--- src/rtl/instr_fetch_unit.sv ---
// Instruction fetch stage: owns the PC, issues reads to a 1-cycle synchronous imem,
// buffers returned words and hands {instr, pc} to decode over a valid/ready handshake.
module instr_fetch_unit #(
  parameter int unsigned              ADDR_W   = 10,
  parameter int unsigned              INSTR_W  = 16,
  parameter logic [ADDR_W-1:0]        RESET_PC = '0,
  parameter int unsigned              DEPTH    = 2
) (
  input  logic               sys_clk,
  input  logic               sys_rst,
  output logic [ADDR_W-1:0]  addr_instr,
  output logic               imem_re,
  input  logic [INSTR_W-1:0] instr_in,
  input  logic               fetch_en,
  input  logic               br_taken,
  input  logic [ADDR_W-1:0]  br_target,
  input  logic               dec_ready,
  output logic               instr_valid,
  output logic [INSTR_W-1:0] instr_out,
  output logic [ADDR_W-1:0]  pc_out
);

  localparam int unsigned PTR_W = (DEPTH > 1) ? $clog2(DEPTH) : 1;
  localparam int unsigned CNT_W = $clog2(DEPTH + 1);
  localparam logic [CNT_W:0] DEPTH_V = (CNT_W + 1)'(DEPTH);

  typedef struct packed {
    logic [INSTR_W-1:0] instr;
    logic [ADDR_W-1:0]  pc;
  } entry_t;

  logic [ADDR_W-1:0] pc_q, pc_d;
  logic [ADDR_W-1:0] req_pc_q, req_pc_d;
  logic              inflight_q, inflight_d;
  logic [CNT_W-1:0]  count_q, count_d;
  logic [PTR_W-1:0]  rd_ptr_q, rd_ptr_d;
  logic [PTR_W-1:0]  wr_ptr_q, wr_ptr_d;
  entry_t            fifo_q [DEPTH];

  logic              pop;
  logic              push;
  logic              issue;
  logic [CNT_W:0]    occupancy;

  function automatic logic [PTR_W-1:0] ptr_inc(input logic [PTR_W-1:0] p);
    return (p == PTR_W'(DEPTH - 1)) ? '0 : p + PTR_W'(1);
  endfunction

  assign instr_valid = (count_q != '0);
  assign instr_out   = fifo_q[rd_ptr_q].instr;
  assign pc_out      = fifo_q[rd_ptr_q].pc;

  // The in-flight request already owns a buffer slot, so it counts toward occupancy.
  assign pop       = instr_valid & dec_ready & ~br_taken;
  assign push      = inflight_q & ~br_taken;
  assign occupancy = {1'b0, count_q} + (CNT_W + 1)'(inflight_q) - (CNT_W + 1)'(pop);
  assign issue     = (fetch_en & (occupancy < DEPTH_V)) | br_taken;

  assign imem_re    = issue;
  assign addr_instr = br_taken ? br_target : pc_q;

  // NOTE: every always_comb output gets a default first so no path can infer a latch.
  always_comb begin
    pc_d       = pc_q;
    req_pc_d   = req_pc_q;
    inflight_d = 1'b0;
    count_d    = count_q + CNT_W'(push) - CNT_W'(pop);
    rd_ptr_d   = pop  ? ptr_inc(rd_ptr_q) : rd_ptr_q;
    wr_ptr_d   = push ? ptr_inc(wr_ptr_q) : wr_ptr_q;

    if (br_taken) begin
      pc_d       = br_target + ADDR_W'(1);
      req_pc_d   = br_target;
      inflight_d = 1'b1;
      count_d    = '0;
      rd_ptr_d   = '0;
      wr_ptr_d   = '0;
    end else if (issue) begin
      pc_d       = pc_q + ADDR_W'(1);
      req_pc_d   = pc_q;
      inflight_d = 1'b1;
    end
  end

  // NOTE: sequential state uses non-blocking assignments so every register samples
  // pre-edge values regardless of statement order.
  always_ff @(posedge sys_clk or negedge sys_rst) begin
    if (!sys_rst) begin
      pc_q       <= RESET_PC;
      req_pc_q   <= '0;
      inflight_q <= 1'b0;
      count_q    <= '0;
      rd_ptr_q   <= '0;
      wr_ptr_q   <= '0;
      // NOTE: the buffer is only DEPTH entries, so it is reset to give instr_out/pc_out
      // a defined zero after reset rather than stale contents.
      for (int i = 0; i < DEPTH; i++) fifo_q[i] <= '0;
    end else begin
      pc_q       <= pc_d;
      req_pc_q   <= req_pc_d;
      inflight_q <= inflight_d;
      count_q    <= count_d;
      rd_ptr_q   <= rd_ptr_d;
      wr_ptr_q   <= wr_ptr_d;
      if (push) fifo_q[wr_ptr_q] <= '{instr: instr_in, pc: req_pc_q};
    end
  end

endmodule
--- config.mk ---
export PLATFORM = sky130hd
export DESIGN_NAME = instr_fetch_unit
export DESIGN_NICKNAME = d
export VERILOG_FILES = /design/src/rtl/instr_fetch_unit.sv
export SDC_FILE = /design/constraint.sdc
export NUM_CORES = 1
export LEC_CHECK = 0
export ABC_CLOCK_PERIOD_IN_PS = 6800
export CAP_MARGIN = 20
export CORE_ASPECT_RATIO = 0.75
export CORE_MARGIN = 2
export CORE_UTILIZATION = 50
export DETAILED_ROUTE_END_ITERATION = 8
export DONT_BUFFER_PORTS = 1
export SLEW_MARGIN = 0
export SYNTH_ARGS = -nofsm -noshare
export SYNTH_HDL_FRONTEND = slang
export SYNTH_SLANG_ARGS = --single-unit
--- constraint.sdc ---
create_clock -name sys_clk -period 6.8 [get_ports sys_clk]
set_clock_uncertainty 0.1 [all_clocks]
set_input_delay 1.7 -clock sys_clk [delete_from_list [all_inputs] [get_ports sys_clk]]
set_output_delay 1.7 -clock sys_clk [all_outputs]
set_load 0.01 [all_outputs]
# After elaboration in Yosys (flattened, before gate mapping)
# Index checks and enable logic that the tools add are counted.
[word_totals]
regBits = 77
in_bits = 31
[op_classes]
addsub = 8
order_cmp = 4
mux = 20
bitwise = 8
reduce_logical = 5
[op_table]
columns = ["cell", "count"]
rows = [
  ["$mux 26", 4],
  ["$bwmux 52", 1],
  ["$mux 10", 5],
  ["$demux 26 s1", 1],
  ["$add 10x1->10 const B", 2],
  ["$mux 1", 8],
  ["$reduce_bool 2->1", 4],
  ["$and 1x1->1", 4],
  ["$ge 2x2->1 const B", 2],
  ["$not 1->2", 2],
  ["$add 2x1->3", 1],
  ["$lt 3x2->1 const B", 1],
  ["$sub 3x1->3", 1],
  ["$add 1x1->1 const B", 2],
  ["$add 2x1->2", 1],
  ["$lt 2x1->1 const B", 1],
  ["$mux 2", 1],
  ["$sub 2x1->2", 1],
  ["$logic_and 1x1->1", 1],
  ["$not 1->1", 1],
  ["$or 1x1->1", 1],
]

# Logic depth before layout (Yosys ltp)
[depth]
word_depth = 9
depth_mapped = 12
ltp_nobuf = 11

# Worst setup path after synthesis
# Ideal clock, no wire load.
[synth_path]
path_kind = "input -> output"
start = "input port br_taken"
end = "output port imem_re"
arrival_ns = 3.481
required_ns = 5.000
path_slack_ns = 1.519
stages = 10
path_cell_list = "buf_6 -> buf_6 -> nor2_1 -> ha_1 -> nand2b_1 -> fa_1 -> xnor2_1 -> a31oi_4 -> inv_1 -> buf_2"
[synth_between]
elab_chain_len = 6
[synth_rtl]
columns = ["element", "line_no", "text"]
rows = [
  ["start, declared", "15", "input logic br_taken,"],
  ["$not 1->1", "54", "assign pop = instr_valid & dec_ready & ~br_taken;"],
  ["$and 1x1->1", "54", ""],
  ["$sub 3x1->3", "56", "assign occupancy = {1'b0, count_q} + (CNT_W + 1)'(inflight_q) - (CNT_W + 1)'(pop);"],
  ["$lt 3x2->1", "57", "assign issue = (fetch_en & (occupancy < DEPTH_V)) | br_taken;"],
  ["$and 1x1->1", "57", ""],
  ["$or 1x1->1 *", "57", ""],
  ["end, declared", "12", "output logic imem_re,"],
]
# Mark *: on every way between the ends. The rest lies on a longest branch, timed or not.

# Final worst setup path
[layout_path]
start = "input port dec_ready"
end = "output port imem_re"
[layout_between]
elab_chain_len = 6
[layout_rtl]
columns = ["element", "line_no", "text"]
rows = [
  ["start, declared", "17", "input logic dec_ready,"],
  ["$and 1x1->1 (2 in a row)", "54", ""],
  ["$sub 3x1->3", "56", ""],
  ["$lt 3x2->1", "57", ""],
  ["$and 1x1->1", "57", ""],
  ["$or 1x1->1", "57", ""],
]
# Every way passes these cells.

==> results.rst <==
.. list-table::
   :header-rows: 1

   * - Metric
     - Value
   * - Library cell occupying the most area in the post-synthesis netlist
     - dfrtp_1
   * - Post-Synthesis Cell Area
     - around 3700 sq um
   * - Number of distinct library cell variants in the gate-level netlist after synthesis
     - 44
   * - Wire length of the first global-routing pass
     - 10700 um
   * - Via count of the first global-routing pass
     - between 2k and 2.5k
   * - Wirelength per Cell
     - 17.2 um
   * - Minimum clock period
     - 5250 ps
   * - Power density of the placed cells
     - 497 nW/um^2
   * - Setup repair after global routing missed its margin
     - false
   * - Max capacitance violation total
     - 0
   * - Total number of yosys warnings
     - 0
   * - Diodes inserted
     - 0
   * - Max Buffers Root-to-Sink
     - 2
   * - Setup Viol. Count Final
     - 0
   * - Reported leakage power
     - between 0.0015 and 0.002 uW
   * - CTS H-tree depth
     - 3
   * - GRT Overall Usage
     - 0.174
   * - Routed Wire Length
     - approximately 6600 um
   * - Clock tree root driver cell
     - clkbuf_8
   * - Vias
     - between 2k and 2.5k
   * - Top area cells in the synthesized netlist
     - dfrtp_1, mux2_2, nor2_1
   * - Fmax
     - 0.190 GHz
   * - I/O pin total
     - a little under 70
   * - Number of buffers inserted by hold repair at cts
     - 0
   * - Reg clk slew, reported paths
     - 70 ps
   * - Iter 0 DRT Violations
     - ~90
   * - Class of the most critical setup path
     - input pin to output port
   * - Fin crit share
     - 0.773
   * - # DRC
     - 0
   * - Worst hold slack across all endpoints
     - 379 ps
   * - Result of the run
     - complete, no violations
   * - Class of the most critical hold timing path
     - flip-flop to flip-flop
   * - Fraction of the yosys area taken by sequential cells
     - 0.524
   * - Top flip-flop cell by instance count after synthesis
     - dfrtp_1
   * - P&R area growth vs syn
     - 6.61%
   * - Required time of the critical path
     - around 5000 ps
   * - Max_slew headroom
     - 0.459
   * - Top post-synthesis cells by count
     - mux2_2, dfrtp_1, nor2_1
   * - Seq cells post-synth
     - 77
   * - Row count
     - 27
   * - Post-Route Setup TNS
     - 0 ps
   * - Setup Fix Bufs, Post-CTS
     - 0
   * - Synthesized instance count
     - 279
   * - Final Max Slew Viols
     - 0
   * - Post-Syn Nets
     - 315
   * - # resized after CTS
     - 0
   * - Crit path max fanout
     - 14
   * - Pin count of the biggest net entering global routing
     - 78
   * - CTS buffer count
     - 9
   * - Detailed-router iteration count before antenna repair
     - 4
   * - Most common cell in the netlist
     - mux2_2
   * - Data arrival time of the critical path
     - 3450 ps
   * - Via count normalized by instance count
     - 5.41
   * - Share of cells above drive strength 1
     - 0.389
   * - Share of the synthesized area in the top cell type
     - 0.524
   * - Share of async-settable or async-resettable flops after synthesis
     - 1.00
   * - Post-detail-place hpwl
     - 4370 um
   * - Worst IR drop on VDD
     - 224 uV
   * - Fillers
     - between 600 and 700
   * - Die height
     - approximately 78 um
   * - Clock insertion delay at the later pin of the skew report
     - 330 ps
   * - Die width
     - 103 um
   * - Critical Path Sink Type
     - output port
   * - Standard cell core area
     - 7230 sq um
   * - Final nets
     - 314
   * - Total overflow reported by the global router
     - 0
   * - Placer's final routability congestion estimate
     - 0.834
   * - Final hold violation count
     - 0
   * - Die footprint
     - 8060 sq um
   * - Sink Count
     - between 70 and 80
   * - CTS tree
     - built
   * - Initial core utilization
     - 0.508
   * - Count of antenna-violating nets left after detailed routing
     - 0
   * - Antenna violations before repair
     - 0
   * - Number of flops mapped to enable cells by yosys
     - 0
   * - Slew at the pin closest to its max-slew limit
     - between 800 and 900 ps
   * - Port Buf Inserts
     - 0
   * - Mean post-synth cell area
     - 13.2 sq um
   * - Crit path launch type
     - input pin
-- final cells by class --
type	instances	area (sq um)	share of cell area
clock buffer	13	159	0.0406
clock inverter	3	43.8	0.0112
inverter	8	30.0	0.00767
multi-input combinational	180	1620	0.413
sequential	77	1930	0.492
tap	101	126	0.0323
timing repair buffer	2	15.0	0.00383
-- path summary, 6_finish.rpt --
check	slack, ps	startpoint	endpoint	cells past startpoint
setup / recovery	1550	dec_ready	imem_re	8
hold / removal	380	pc_q[1]$_DFFE_PN0P_	pc_q[1]$_DFFE_PN0P_	2
setup reg to reg	3480	count_q[1]$_DFF_PN0_	pc_q[9]$_DFFE_PN0P_	11
hold reg to reg	380	pc_q[1]$_DFFE_PN0P_	pc_q[1]$_DFFE_PN0P_	2
max in group asynchronous	5510	sys_rst	req_pc_q[3]$_DFFE_PN0P_	0
min in group asynchronous	960	sys_rst	pc_q[9]$_DFFE_PN0P_	0
-- power breakdown --
| part | leakage, uW | internal, uW | switching (uW) |
|---|---|---|---|
| sequential | 0.000895 | 691 | 152 |
| clock | 0.000104 | 190 | 157 |
| combinational | 0.000651 | 386 | 370 |
-- per-layer routing --
metal	wire length (um)	GRT usage
met5	0	0
met4	23	0.0447
met3	284	0.0606
met2	3280	0.271
met1	3000	0.233
-- cell usage in the layout (no fill, tap or decap), types with 2 or more instances in the layout --
cell,instances
o21ai_0,2
buf_4,2
nand3_1,2
mux2_2,80
nand2b_1,2
clkbuf_8,11
xor2_1,2
a21oi_1,9
nand4_1,2
nand3b_4,2
mux2_4,2
ha_1,4
xnor2_1,7
a31oi_1,2
nor2_1,29
mux2i_1,4
inv_1,7
dfrtp_1,77
clkbuf_1,2
nand2_1,10
-- critical path, cell delays in order --
cell	delay, ps
nand2_1	70
nor2_1	140
ha_1	250
nand2b_1	150
fa_1	380
xnor2_1	160
a31oi_4	430
inv_1	170
-- stage by stage --
stage                      util  total power (uW)  cells  cell area, sq um  setup slack, ps
after detailed placement  0.514              1620    368              3710             1550
after global placement    0.514              1590    368              3710             1580
after floorplan               -              1480    279              3670             1520
after global routing      0.542              2090    384              3920             1410
after CTS                 0.542              1980    384              3920             1540
final                     0.542              1950    384              3920             1550
-- sequential cells by signal (all words and copies together) (netlist names) --
signal / flops
req_pc_q: 10
fifo_q: 52
count_q: 2
inflight_q: 1
rd_ptr_q: 1
wr_ptr_q: 1
pc_q: 10
-- cells by family (layout without fill, tap and decap cells) --
| family | after synthesis | in the layout | share of synthesized area |
|---|---|---|---|
| xor+xnor | 9 | 9 | 0.0215 |
| compound gates | 22 | 22 | 0.0466 |
| mux | 88 | 88 | 0.271 |
| simple gates | 56 | 56 | 0.0817 |
| flops | 77 | 77 | 0.524 |
| fa+ha+maj | 5 | 5 | 0.0191 |
| buf+inv | 22 | 26 | 0.0357 |
Note: power is estimated with default switching activity, not from simulation.
